## config.mk

```make
export PLATFORM = sky130hd
export DESIGN_NAME = ram_port_master
export DESIGN_NICKNAME = d
export VERILOG_FILES = /design/src/rtl/ram_port_master.sv
export SDC_FILE = /design/constraint.sdc
export NUM_CORES = 1
export LEC_CHECK = 0
export CELL_PAD_IN_SITES_DETAIL_PLACEMENT = 0
export CELL_PAD_IN_SITES_GLOBAL_PLACEMENT = 1
export CORE_UTILIZATION = 42
export CTS_BUF_LIST = sky130_fd_sc_hd__clkbuf_16
export DETAILED_ROUTE_END_ITERATION = 8
export GPL_ROUTABILITY_DRIVEN = 1
export PLACE_DENSITY_LB_ADDON = 0.1
export SLEW_MARGIN = 10
export SYNTH_ARGS = -nofsm -noshare
export SYNTH_HDL_FRONTEND = slang
export SYNTH_SLANG_ARGS = --single-unit
```

## constraint.sdc

```tcl
create_clock -name clk -period 3.26 [get_ports clk]
set_input_delay 0.978 -clock clk [delete_from_list [all_inputs] [get_ports clk]]
set_output_delay 0.978 -clock clk [all_outputs]
set_load 0.1 [all_outputs]
```

## src/rtl/ram_port_master.sv

```systemverilog
// Initiator for one synchronous RAM port: optional clear after reset,
// then a request stream in and a credit-limited read response stream out.
module ram_port_master #(
    parameter int DATA_WIDTH = 8,
    parameter int ADDR_WIDTH = 8,
    parameter int RSP_DEPTH = 4,
    parameter int INIT_EN = 1,
    parameter logic [DATA_WIDTH-1:0] INIT_VALUE = '0
) (
    input  logic                  clk,
    input  logic                  rst,
    input  logic                  req_valid,
    output logic                  req_ready,
    input  logic                  req_we,
    input  logic [ADDR_WIDTH-1:0] req_addr,
    input  logic [DATA_WIDTH-1:0] req_data,
    output logic                  rsp_valid,
    input  logic                  rsp_ready,
    output logic [DATA_WIDTH-1:0] rsp_data,
    output logic [ADDR_WIDTH-1:0] ram_addr,
    output logic [DATA_WIDTH-1:0] ram_data,
    output logic                  ram_we,
    input  logic [DATA_WIDTH-1:0] ram_q,
    output logic                  init_done
);

    localparam int PW = $clog2(RSP_DEPTH);
    localparam int CW = PW + 1;

    typedef enum logic {
        S_INIT,
        S_RUN
    } state_t;

    state_t                state_q;
    state_t                state_d;
    logic [ADDR_WIDTH-1:0] init_cnt_q;
    logic                  init_done_q;
    logic                  inflight_q;
    logic [DATA_WIDTH-1:0] fifo_mem [RSP_DEPTH];
    logic [PW-1:0]         wr_ptr_q;
    logic [PW-1:0]         rd_ptr_q;
    logic [CW-1:0]         count_q;
    logic [CW:0]           used;
    logic                  fire;
    logic                  push;
    logic                  pop;

    // Credits cover both buffered data and the read whose q is still due.
    assign used      = {1'b0, count_q} + (CW+1)'(inflight_q);
    assign req_ready = init_done_q && (used < (CW+1)'(RSP_DEPTH));
    assign fire      = req_valid && req_ready;
    assign push      = inflight_q;
    assign pop       = rsp_valid && rsp_ready;
    assign init_done = init_done_q;
    assign rsp_valid = (count_q != '0);
    assign rsp_data  = rsp_valid ? fifo_mem[rd_ptr_q] : '0;

    // Next state and RAM port drive; INIT writes are masked while in reset.
    always_comb begin
        state_d  = state_q;
        ram_we   = 1'b0;
        ram_addr = req_addr;
        ram_data = req_data;
        case (state_q)
            S_INIT: begin
                ram_we   = rst;
                ram_addr = init_cnt_q;
                ram_data = INIT_VALUE;
                if (init_cnt_q == '1) state_d = S_RUN;
            end
            default: begin
                ram_we = fire && req_we;
            end
        endcase
    end

    // FSM state, clear address counter and the registered done flag.
    always_ff @(posedge clk or negedge rst) begin
        if (!rst) begin
            state_q     <= (INIT_EN != 0) ? S_INIT : S_RUN;
            init_cnt_q  <= '0;
            init_done_q <= 1'b0;
        end else begin
            state_q     <= state_d;
            init_done_q <= (state_d == S_RUN);
            if (state_q == S_INIT) init_cnt_q <= init_cnt_q + ADDR_WIDTH'(1);
        end
    end

    // Read tracking and response FIFO pointers / occupancy.
    always_ff @(posedge clk or negedge rst) begin
        if (!rst) begin
            inflight_q <= 1'b0;
            wr_ptr_q   <= '0;
            rd_ptr_q   <= '0;
            count_q    <= '0;
        end else begin
            inflight_q <= fire && !req_we;
            if (push) wr_ptr_q <= wr_ptr_q + PW'(1);
            if (pop) rd_ptr_q <= rd_ptr_q + PW'(1);
            case ({push, pop})
                2'b10:   count_q <= count_q + CW'(1);
                2'b01:   count_q <= count_q - CW'(1);
                default: count_q <= count_q;
            endcase
        end
    end

    // FIFO storage; contents only reach rsp_data once counted valid.
    always_ff @(posedge clk) begin
        if (push) fifo_mem[wr_ptr_q] <= ram_q;
    end

endmodule

```

; ---- Word level (Yosys, flattened, before mapping)
; Memory sizes are Yosys's and may differ from the RTL's.
; Cells that the tools add are included.
[op_classes]
order_cmp = 1
bitwise = 0
n_mux = 9
multipliers = 0
reduce_logical = 8
div_mod_pow = 0
addsub = 6
eq_ne = 3
shift = 0
[ops]
columns = cell, count
row1 = two-way mux 8 bit, 3
row2 = "adder 8 x 1 -> 8 bit, second input constant", 1
row3 = "equality test 8 bit, second input constant", 1
row4 = one-hot mux 3 bit (2 select lines), 1
row5 = logical AND 1 bit, 5
row6 = two-way mux 1 bit, 5
row7 = "adder 2 x 1 -> 2 bit, second input constant", 2
row8 = adder 3 x 1 -> 4 bit, 1
row9 = "less-than comparator 4 x 3 -> 1 bit, second input constant", 1
row10 = "adder 3 x 1 -> 3 bit, second input constant", 1
row11 = nonzero test 3 bit, 1
row12 = "subtractor 3 x 1 -> 3 bit, second input constant", 1
row13 = "equality test 2 x 1 -> 1 bit, second input constant", 1
row14 = "equality test 2 bit, second input constant", 1
row15 = nonzero test 2 bit, 1
row16 = zero test 1 bit, 1
[word_totals]
latch_bits = 0
reg_bits = 17
inputBits = 29
out_inout_bits = 28
mem_bits_rw = 32
rom_bits = 0
n_memories = 1
word_cells = 34
[mem_list]
columns = memory, depth, word_bits, rd, rd_clocked_by_memory_dff, write_ports, line_no
row1 = fifo_mem, 4, 8, 1, 0, 1, 40  ; logic [DATA_WIDTH-1:0] fifo_mem [RSP_DEPTH];

; ---- Logic depth before layout (Yosys ltp)
[logic_depth]
ltp_word = 6
depth_mapped = 8
mapped_depth_nobuf = 8

; ---- Worst setup path before layout
; Ideal clock, no wire load.
[synth_path]
kind = flip-flop to output port
from = register init_done_q, in the netlist init_done
to = output port ram_we
stages_incl_launch_ff = 4
arrival_time_ps = 2950
path_slack_ps = -668
required_time_ps = 2282
cell_sequence = dfrtp_1 inv_1 a311o_1 o2bb2ai_1
[synth_between]
elab_chain_cells = 4
[synth_rtl]
columns = item, line_no
row1 = "start, declared", 38  ; logic init_done_q;
row2 = "start signal, assigned", 86  ; init_done_q <= (state_d == S_RUN);
row3 = logical AND 1 bit, 51  ; assign req_ready = init_done_q && (used < (CW+1)'(RSP_DEPTH));
row4 = logical AND 1 bit, 52  ; assign fire = req_valid && req_ready;
row5 = logical AND 1 bit, 73  ; ram_we = fire && req_we;
row6 = two-way mux 1 bit (*), 65  ; case (state_q)
row7 = "end, declared", 22  ; output logic ram_we,
; Mark *: on every way between the ends. The rest lies on a longest branch, timed or not.

; ---- Final worst setup path
[layout_path]
from = register rd_ptr_q[0]
to = output port rsp_data[6]
[layout_between]
elab_chain_cells = 2
[layout_rtl]
columns = item, line_no
row1 = "start, declared", 42  ; logic [PW-1:0] rd_ptr_q;
row2 = "start signal, assigned", 101  ; if (pop) rd_ptr_q <= rd_ptr_q + PW'(1);
row3 = memory read (4 x 8 bit), -
row4 = two-way mux 8 bit, 57  ; assign rsp_data = rsp_valid ? fifo_mem[rd_ptr_q] : '0;
row5 = "end, declared", 19  ; output logic [DATA_WIDTH-1:0] rsp_data,
; No other way between the ends.

==> results.py <==
metrics = {
    "cts": {
        "cts-resized-gates": 0,
        "post_cts_buffers": 0,
        "root_buffer": "clkbuf_16",
        "cts.path.max_buffers": 2,
        "cts-hold-fix-buffers": 0,
        "clk_pin_slew_ns": 0.06,
        "clock-sinks": 49,
        "cts_tree": "done",
        "clock_latency_ns": 0.29,
        "cts_buffers": 5,
        "h-tree-depth": 2,
    },
    "drt": {
        "first_iter_violations": 44,
        "routed_via_density": 4.91,
        "drc": 0,
        "postRouteAntennaNets": 0,
        "drt-wirelength-per-cell_um": 15.4,
        "dr_total_vias": 1341,
        "drtPass1Iterations": 4,
        "routed_wirelength_um": 4200,
    },
    "floorplan": {
        "core_region_area_sq_um": 5110,
        "rows": 26,
        "start_util": 0.434,
        "io-pin-count": 57,
        "die_area_sq_um": 5570,
        "die-width_um": 74.7,
        "die_y_um": 74.7,
    },
    "timing": {
        "min_period_ns": 2.93,
        "setup_tns_ns": 0,
        "period_share": 0.900,
        "slew_violations": 0,
        "worst_slew_pin_slew_ns": 0.583,
        "relSlewSlack": 0.611,
        "setup_viol": 0,
        "hold_violations": 0,
        "timing.fmax_mhz": 341,
        "fin_skew_ns": 0.00770,
        "rsz0062_at_grt": "no",
        "whs_ns": 0.496,
    },
    "min_path": {
        "hp-start": "init_cnt_q[6]",
        "hold_depth": 1,
        "whs_endpoint": "init_cnt_q[6]",
        "min_path_type": "reg2reg",
    },
    "global_route": {
        "met1_usage": 0.209,
        "grt_use_total": 0.167,
        "first_global_vias": 1353,
        "grt.met3_usage": 0.0321,
        "overflow": 0,
        "grt_pass1_wl_um": 6490,
        "grt_max_degree": 22,
        "grt_util_met2": 0.278,
        "antenna_found_initial": 0,
        "top_usage_layer": "met2",
    },
    "worst_setup_path": {
        "worstPathRequired_ns": 2.28,
        "timing.critical_path.fanout_max": 9,
        "start_kind": "flop",
        "r2r_cells": 8,
        "end_kind": "output port",
        "arrival_ns": 1.96,
        "worstReg2RegStart": "count_q[0]",
        "r2r_slack_ns": 1.23,
        "worst_r2r_endpoint": "count_q[2]",
        "crit_type": "reg2out",
    },
    "final_layout": {
        "insertedDiodeCount": 0,
        "syn2layout_area_growth_pct": 46.7,
        "fill_cells": 381,
        "drive_above_1_share": 0.291,
        "finalNonFillerCells": 273,
        "multi_input_area_sq_um": 777,
        "stdcell_area_sq_um": 3250,
        "regArea_sq_um": 1390,
        "nNetsFinal": 238,
    },
    "run": {
        "cap_violations": 0,
    },
    "place": {
        "place_area_sq_um": 3110,
        "dpl.hpwl_um": 3120,
        "place.gp.congestion": 0.750,
        "portBuffers": 56,
        "dp_cells": 265,
    },
    "logic_synthesis": {
        "ys_warn_count": 0,
        "syn-instance-count": 142,
        "yosysSeqAreaShare": 0.625,
        "ys_ff_latch": 49,
        "synthDistinctLibCells": 28,
        "syn_nets": 178,
        "synth_area_leaders": "edfxtp_1, dfrtp_1, mux4_2, and2_1, mux2_2",
        "syn-cell-area_sq_um": 2220,
        "netlist.area_leader.share": 0.433,
        "avgSynthCellArea_sq_um": 15.6,
        "yosysTopAreaCell": "edfxtp_1",
    },
    "power": {
        "p_per_area_nw_per_um2": 737,
        "p_total_mw": 2.40,
        "static-leakage-power_nw": 1.24,
        "irDropWorstVdd_uv": 523,
    },
    "status": {
        "run_status": "finished, final reports clean",
    },
}
-- critical path: stages, from the launching register on --
cell     delay, ns
dfrtp_1       0.71
mux4_2        0.57
and2_1        0.17
buf_4         0.23
-- sequential cells by signal, summed over array words and instances, names as in the netlist --
| signal | flops |
|---|---|
| fifo_mem | 32 |
| init_cnt_q | 8 |
| count_q | 3 |
| rd_ptr_q | 2 |
| wr_ptr_q | 2 |
| inflight_q | 1 |
| init_done | 1 |
-- worst max path at each step --
stage / startpoint / to / slack (ns)
after detailed placement: req_we / ram_we / 0.38
after global placement: req_we / ram_we / 0.39
after floorplan: init_done / ram_data[0] / 0.07
final: rd_ptr_q[0] / rsp_data[6] / 0.33
after global routing: rd_ptr_q[0] / rsp_data[6] / 0.18
after CTS: rd_ptr_q[0] / rsp_data[6] / 0.26
-- layout by cell type, fill, tap and decap left out, types with 2 or more instances in the layout --
cell type | Yosys | final
edfxtp_1 | 32 | 32
clkdlybuf4s50_1 | 0 | 28
buf_12 | 0 | 25
and2_1 | 20 | 20
dfrtp_1 | 17 | 17
mux2_2 | 9 | 9
inv_1 | 8 | 8
mux4_2 | 8 | 8
xor2_1 | 7 | 7
xnor2_1 | 6 | 6
ha_1 | 6 | 6
buf_4 | 0 | 6
nand2_1 | 5 | 5
clkbuf_16 | 0 | 5
nor2_1 | 3 | 3
nand4b_1 | 2 | 2
-- per-layer routing --
| layer | share of wire | vias up |
|---|---|---|
| met5 | 0 | - |
| met4 | 0.013 | 0 |
| met3 | 0.035 | 4 |
| met2 | 0.55 | 27 |
| met1 | 0.40 | 684 |
| li1 | - | 626 |
-- final cells by class --
cell class | count | area share
Clock buffer | 5 | 0.0385
Sequential cell | 49 | 0.426
Clock inverter | 3 | 0.00616
Multi-Input combinational cell | 79 | 0.239
Inverter | 8 | 0.00923
Timing Repair Buffer | 59 | 0.254
Tap cell | 70 | 0.0269
-- Yosys cell counts, drive strengths merged --
library cell and instances:
xor2 7, edfxtp 32, and2 21, o2bb2ai 1, ha 6, nor3b 1, fa 1, inv 8
mux2i 1, nor3 1, or3 1, a311o 1, o31ai 1, nand2 5, xnor2 6, clkbuf 1
mux2 9, nand4b 2, dfrtp 17, nand4 1, buf 5, o21ai 1, nor2 3, nand3 2
mux4 8
-- stage by stage --
stage          utilization  worst slack [ns]
6_report             0.637             0.327
5_1_grt              0.637             0.185
3_5_place_dp         0.608             0.382
2_1_floorplan            -            0.0678
4_1_cts              0.637             0.263
3_3_place_gp         0.608             0.387
-- report_power, final --
group / internal, mW / leakage (nW) / total, mW / switching [mW]
clock network: 0.284 / 0.0679 / 0.499 / 0.215
logic: 0.440 / 0.674 / 1.12 / 0.683
registers: 0.697 / 0.498 / 0.776 / 0.0787
-- logic make-up after synthesis --
kind of cell,count (synthesis),synth area share
flops,49,0.625
simple gates,37,0.102
mux,18,0.131
buf+inv,14,0.0327
xor+xnor,13,0.0514
fa+ha+maj,7,0.0429
compound gates,4,0.0141
Note: power is estimated with default switching activity, not from simulation.
